**src/rtl/vote_pkg.sv**
```systemverilog
// Shared types, constants and helpers for the voting subsystem.
package vote_pkg;

    // Widest candidate vector the helper accepts; callers zero-extend.
    localparam int unsigned MAX_CAND  = 16;
    localparam int unsigned MAX_IDX_W = 4;

    localparam logic MODE_VOTE  = 1'b0;
    localparam logic MODE_TALLY = 1'b1;

    typedef enum logic [1:0] {
        IDLE    = 2'd0,
        ACK     = 2'd1,
        LOCKOUT = 2'd2
    } vote_state_t;

    // Index of the lowest set bit; 0 when no bit is set.
    function automatic logic [MAX_IDX_W-1:0] lowest_set_idx(input logic [MAX_CAND-1:0] vec);
        logic [MAX_IDX_W-1:0] idx;
        idx = '0;
        for (int i = int'(MAX_CAND) - 1; i >= 0; i--) begin
            if (vec[i]) begin
                idx = MAX_IDX_W'(i);
            end
        end
        return idx;
    endfunction

endpackage

```
**src/rtl/vote_debounce.sv**
```systemverilog
// Single-channel button debouncer producing one qualified pulse per press.
// Ports:
//   clock   - system clock
//   reset_n - asynchronous active-low reset
//   button  - raw button level
//   qual    - one-cycle pulse while the high-run counter equals DEBOUNCE_CYCLES
module vote_debounce #(
    parameter int unsigned DEBOUNCE_CYCLES = 10
) (
    input  logic clock,
    input  logic reset_n,
    input  logic button,
    output logic qual
);

    localparam int unsigned CNT_MAX = DEBOUNCE_CYCLES + 1;
    localparam int unsigned CNT_W   = $clog2(CNT_MAX + 1);

    logic [CNT_W-1:0] cnt_q;
    logic [CNT_W-1:0] cnt_d;
    logic             qual_q;
    logic             qual_d;

    // Count consecutive high samples; the pulse is registered so it lines up
    // with the cycle in which the counter reads DEBOUNCE_CYCLES.
    always_comb begin
        cnt_d  = '0;
        qual_d = 1'b0;
        if (button) begin
            if (cnt_q != CNT_W'(CNT_MAX)) begin
                cnt_d = cnt_q + CNT_W'(1);
            end else begin
                cnt_d = cnt_q;
            end
            qual_d = (cnt_q == CNT_W'(DEBOUNCE_CYCLES - 1));
        end
    end

    always_ff @(posedge clock or negedge reset_n) begin
        if (!reset_n) begin
            cnt_q  <= '0;
            qual_q <= 1'b0;
        end else begin
            cnt_q  <= cnt_d;
            qual_q <= qual_d;
        end
    end

    assign qual = qual_q;

endmodule

```
**src/rtl/voting_machine_n.sv**
```systemverilog
// N-candidate voting machine: debounced buttons, one vote per press session,
// saturating counters, tally display and registered leader/tie flags.
// Ports:
//   clock, reset_n - clock and asynchronous active-low reset
//   mode           - 0 vote, 1 tally
//   button         - raw candidate buttons
//   clear_tally    - clears counters and saturated flag (tally mode only)
//   led            - LED bank (ack pattern or tally count)
//   vote_accepted  - pulse when a vote is recorded
//   vote_rejected  - pulse when a qualified press is discarded
//   leader_idx     - lowest index holding the maximum count
//   tie            - maximum shared by two or more candidates
//   saturated      - sticky overflow-attempt flag
module voting_machine_n
    import vote_pkg::*;
#(
    parameter int unsigned NUM_CAND        = 4,
    parameter int unsigned DEBOUNCE_CYCLES = 10,
    parameter int unsigned COUNT_W         = 8,
    parameter int unsigned ACK_CYCLES      = 10,
    parameter int unsigned IDX_W           = $clog2(NUM_CAND)
) (
    input  logic                clock,
    input  logic                reset_n,
    input  logic                mode,
    input  logic [NUM_CAND-1:0] button,
    input  logic                clear_tally,
    output logic [COUNT_W-1:0]  led,
    output logic                vote_accepted,
    output logic                vote_rejected,
    output logic [IDX_W-1:0]    leader_idx,
    output logic                tie,
    output logic                saturated
);

    localparam int unsigned ACK_W = $clog2(ACK_CYCLES + 1);

    logic [NUM_CAND-1:0] qual;

    vote_state_t                       state_q, state_d;
    logic [ACK_W-1:0]                  ack_cnt_q, ack_cnt_d;
    logic [COUNT_W-1:0]                led_q, led_d;
    logic                              acc_q, acc_d;
    logic                              rej_q, rej_d;
    logic [NUM_CAND-1:0][COUNT_W-1:0]  count_q, count_d;
    logic                              sat_q, sat_d;
    logic [IDX_W-1:0]                  leader_q, leader_d;
    logic                              tie_q, tie_d;

    logic [IDX_W-1:0]    cand;
    logic [IDX_W-1:0]    btn_idx;
    logic                multi_qual;
    logic [COUNT_W-1:0]  max_v;
    logic [NUM_CAND-1:0] is_max;

    // Per-button debouncers.
    for (genvar i = 0; i < int'(NUM_CAND); i++) begin : g_deb
        vote_debounce #(
            .DEBOUNCE_CYCLES(DEBOUNCE_CYCLES)
        ) u_deb (
            .clock  (clock),
            .reset_n(reset_n),
            .button (button[i]),
            .qual   (qual[i])
        );
    end

    // Lowest qualified candidate wins; clearing its bit exposes any contender.
    assign cand       = IDX_W'(lowest_set_idx(MAX_CAND'(qual)));
    assign btn_idx    = IDX_W'(lowest_set_idx(MAX_CAND'(button)));
    assign multi_qual = |(qual & (qual - NUM_CAND'(1)));

    // Vote FSM, counters and LED mux.
    always_comb begin
        state_d   = state_q;
        ack_cnt_d = ack_cnt_q;
        led_d     = led_q;
        acc_d     = 1'b0;
        rej_d     = 1'b0;
        count_d   = count_q;
        sat_d     = sat_q;

        if (mode == MODE_TALLY) begin
            state_d   = IDLE;
            ack_cnt_d = '0;
            if (clear_tally) begin
                count_d = '0;
                sat_d   = 1'b0;
                led_d   = '0;
            end else if (|button) begin
                led_d = count_q[btn_idx];
            end
        end else begin
            case (state_q)
                IDLE: begin
                    led_d = '0;
                    if (|qual) begin
                        if (count_q[cand] == {COUNT_W{1'b1}}) begin
                            sat_d = 1'b1;
                        end else begin
                            count_d[cand] = count_q[cand] + COUNT_W'(1);
                        end
                        acc_d     = 1'b1;
                        rej_d     = multi_qual;
                        state_d   = ACK;
                        ack_cnt_d = ACK_W'(ACK_CYCLES - 1);
                        led_d     = '1;
                    end
                end
                ACK: begin
                    rej_d = |qual;
                    if (ack_cnt_q == '0) begin
                        led_d   = '0;
                        state_d = (|button) ? LOCKOUT : IDLE;
                    end else begin
                        ack_cnt_d = ack_cnt_q - ACK_W'(1);
                        led_d     = '1;
                    end
                end
                LOCKOUT: begin
                    led_d = '0;
                    rej_d = |qual;
                    if (!(|button)) begin
                        state_d = IDLE;
                    end
                end
                default: begin
                    led_d   = '0;
                    state_d = IDLE;
                end
            endcase
        end
    end

    // Leader/tie from the current counts, registered one cycle later.
    always_comb begin
        max_v = '0;
        for (int unsigned i = 0; i < NUM_CAND; i++) begin
            if (count_q[i] > max_v) begin
                max_v = count_q[i];
            end
        end
        is_max = '0;
        for (int unsigned i = 0; i < NUM_CAND; i++) begin
            is_max[i] = (count_q[i] == max_v);
        end
        leader_d = IDX_W'(lowest_set_idx(MAX_CAND'(is_max)));
        tie_d    = |(is_max & (is_max - NUM_CAND'(1)));
    end

    always_ff @(posedge clock or negedge reset_n) begin
        if (!reset_n) begin
            state_q   <= IDLE;
            ack_cnt_q <= '0;
            led_q     <= '0;
            acc_q     <= 1'b0;
            rej_q     <= 1'b0;
            count_q   <= '0;
            sat_q     <= 1'b0;
            leader_q  <= '0;
            tie_q     <= 1'b1;
        end else begin
            state_q   <= state_d;
            ack_cnt_q <= ack_cnt_d;
            led_q     <= led_d;
            acc_q     <= acc_d;
            rej_q     <= rej_d;
            count_q   <= count_d;
            sat_q     <= sat_d;
            leader_q  <= leader_d;
            tie_q     <= tie_d;
        end
    end

    assign led           = led_q;
    assign vote_accepted = acc_q;
    assign vote_rejected = rej_q;
    assign leader_idx    = leader_q;
    assign tie           = tie_q;
    assign saturated     = sat_q;

endmodule

```
**config.mk**
```make
export PLATFORM = sky130hd
export DESIGN_NAME = voting_machine_n
export DESIGN_NICKNAME = d
export VERILOG_FILES = /design/src/rtl/vote_pkg.sv /design/src/rtl/vote_debounce.sv /design/src/rtl/voting_machine_n.sv
export SDC_FILE = /design/constraint.sdc
export NUM_CORES = 1
export LEC_CHECK = 0
export BUFFER_PORTS_ARGS = -buffer_cell sky130_fd_sc_hd__buf_4
export CAP_MARGIN = 20
export CORE_AREA = 2 2 93 140
export CTS_BUF_LIST = sky130_fd_sc_hd__clkbuf_8
export DETAILED_ROUTE_END_ITERATION = 12
export DIE_AREA = 0 0 95 142
export PLACE_DENSITY = 0.72
export SLEW_MARGIN = 20
export SYNTH_ARGS = -nofsm -noshare
export SYNTH_HDL_FRONTEND = slang
export SYNTH_SLANG_ARGS = --single-unit
```
**constraint.sdc**
```tcl
create_clock -name clock -period 6.6 [get_ports clock]
set_clock_uncertainty 0.15 [all_clocks]
set_input_delay 0.66 -clock clock [delete_from_list [all_inputs] [get_ports clock]]
set_output_delay 0.66 -clock clock [all_outputs]
set_load 0.01 [all_outputs]
```
==> results.md <==
* Outcome: completed
* Min-Delay Path Class: primary input to async pin
* Count of different cell masters after synthesis at 77
* Synth cell count leaders: dfrtp_1 (71), nand2_1 (61), nor2_1 (59)
* Post-Syn Area per Cell at around 8.6 um2
* Largest cells by area after synthesis: dfrtp_1 (30%), ha_1 (8.3%), o21ai_0 (4.0%)
* Starting DRC count in detailed routing at 338
* Syn Nets at roughly 730
* Met2 wire length at 9.425 mm
* R2R depth at 26
* Max Root-Sink Buffers at 2
* TritonCTS clock tree: done
* DR pass1 iterations at 5
* Max Cap Violations at 0
* Final period util at 95.74%
* Worst Tran Pin Value at between 900 and 1000 ps
* Worst Path Required at ~6800 ps
* Non-Filler Instances at 883
* Maximum clock frequency at roughly 0.16 GHz
* Critical Path End Type: flop
* Layout area overhead at 12.94%
* Metal1 wirelength at about 6.4 mm
* Final setup viols at 0
* Core Box Area at 12320 um2
* Final hold violations at 0
* Final Net Count at 769
* Slowest CP cell: o211ai_1
* Top delay family on crit path: compound AO/OA/AOI/OAI gates
* Netlist Area Pre-Place at 5889 um2
* Cell Count Post-Placement at 863
* Post-Route WL at 17.96 mm
* WP buf/inv at 6
* RD Place Congestion at 1.006
* Synth area leader: dfrtp_1
* FP Rows at 50
* Most common cell in the netlist: dfrtp_1
* I/O pin total at 22
* CTS sink count at 72
* RSZ-0062 raised after global routing: no
* Die area at ~13000 um2
* GRT Total Usage at 27.71%
* Vias in the first global route at 5574
* Post-synth top flop: dfrtp_1
* Clk slew on worst S/H paths at 80 ps
* Worst hold slack at 252.1 ps
* Fillers at 1111
* Seq cells post-synth at 72
* Post-Syn Instances at between 600 and 700
* Kind of start point of the critical path: flop
* Ant. Diodes at 0
* Crit path max fanout at 24
* Flop2flop setup slack at 280 ps
* Max-slew violations at 0
* Seq/Total Area, Yosys at a little under a third
* Max Used Layer: met4
* Hpwl dp at 13.76 mm
* Num CTS Buffers at 9
* Post-route DRC violation count at 0
* Chip Height at 142 um
* Warnings from Yosys at 0
* Max VDD drop at ~0.00029 V
* Share of the synthesized area in the top cell type at 30.17%
* Detailed-route wire length per cell at 20.34 um
* GRT overflow at 0
* TNS Setup at 0 ps
* Period minus WS final at roughly 6300 ps
* Critical path type: flop to flop
* Vias at 5466
* Static leakage at 2.878 nW
* Initial Utilization at 47.79%
* Crit-path max cell delay at 420 ps
* Largest net degree at the start of global routing at 73
* CTS H-tree lvls at 3
* Clock root buffer: clkbuf_8
* ANT nets after route at 0
* Cts hold-fix bufs at 0
* Fraction of registers with async set/reset at 100.0%
* Reg-to-Reg End: tie
* First-pass GRT wire length at 28.35 mm
* Met3 wire len at 887 um
* P per Cell Area at 450.1 nW/um2
* Crit path DAT at 6470 ps
* Worst r2r src: count_q[3]
* Share of layout cells above drive strength 1 at 16.09%
* Vias/cell at 6.190
* Die X at 95 um
* IO Port Bufs at 21
* Slew HR at 34.30%
* Post-synth EDFFs at 0
* Antenna violations before repair at 0
* Worst-Skew Late Latency at 360 ps
[power breakdown]
part           switching (mW)  internal (mW)
Sequential             0.0875          0.487
Combinational            1.16          0.843
Clock                   0.169          0.249
[worst max-delay path by stage]
stage,startpoint,end,slack [ps],cells past startpoint
floorplan,count_q[8],tie,530,31
global placement,count_q[3],tie,310,27
detailed placement,count_q[3],tie,320,28
CTS,count_q[3],tie,270,28
global route,count_q[3],tie,20,26
finish,count_q[3],tie,280,26
[state kept, by name, summed over array words and instances (netlist names)]
signal and cells:
leader_idx 2, count_q 32, ack_cnt_q 4, tie 1, state_q 2, led 8, g_deb.u_deb.cnt_q 16, saturated 1
g_deb.u_deb.qual 4, vote_rejected 1, vote_accepted 1
[area by class of cell]
class	instances	area, um2	area share (%)
Multi-Input combinational cell	530	3747	56.34
Sequential cell	72	1803	27.11
Timing Repair Buffer	66	508.0	7.637
Tap cell	156	195.2	2.935
Inverter	43	161.4	2.427
Clock buffer	9	123.9	1.862
Clock inverter	7	112.6	1.693
[layout by cell type, fill, tap and decap left out, types with 8 or more instances in the layout]
master / n
o211ai_1: 22
clkbuf_8: 9
nand2_1: 60
nand4_1: 11
nor2_1: 59
buf_4: 65
and2_1: 16
dfrtp_1: 71
inv_1: 44
xnor2_1: 22
a21oi_1: 38
nor2b_1: 21
nor3_1: 18
ha_1: 39
nand3_1: 16
mux2i_1: 20
o21ai_0: 47
mux4_2: 8
[cell families after synthesis]
group           Yosys count  share of synthesized area (%)
compound gates          192                          22.94
xor+xnor                 28                          4.164
fa+ha+maj                40                          8.477
buf+inv                  82                          6.097
flops                    72                          30.61
mux                      30                          7.223
simple gates            240                          20.48
[per-stage QoR]
step                      utilization [%]  total power [mW]  setup WS [ps]  cell area [um2]
after global placement              51.70             2.528          313.7             6371
after floorplan                         -             1.921          527.6             5889
final                               53.97             2.994          281.2             6651
after detailed placement            51.70             2.533          316.9             6371
after CTS                           53.61             2.952          269.7             6608
after global routing                53.97             3.178          15.64             6651
[per-layer routing]
metal	global-route usage, %	vias up
li1	-	2546
met1	29.02	2634
met2	49.50	206
met3	4.131	80
met4	19.53	0
met5	0	-
[what timing repair did]
| item | CTS | global route |
|---|---|---|
| gates resized for setup | 0 | 5 |
| setup buffers | 0 | 4 |
| setup endpoints to repair | 0 | 3 |
(Power assumes the default switching activity.)
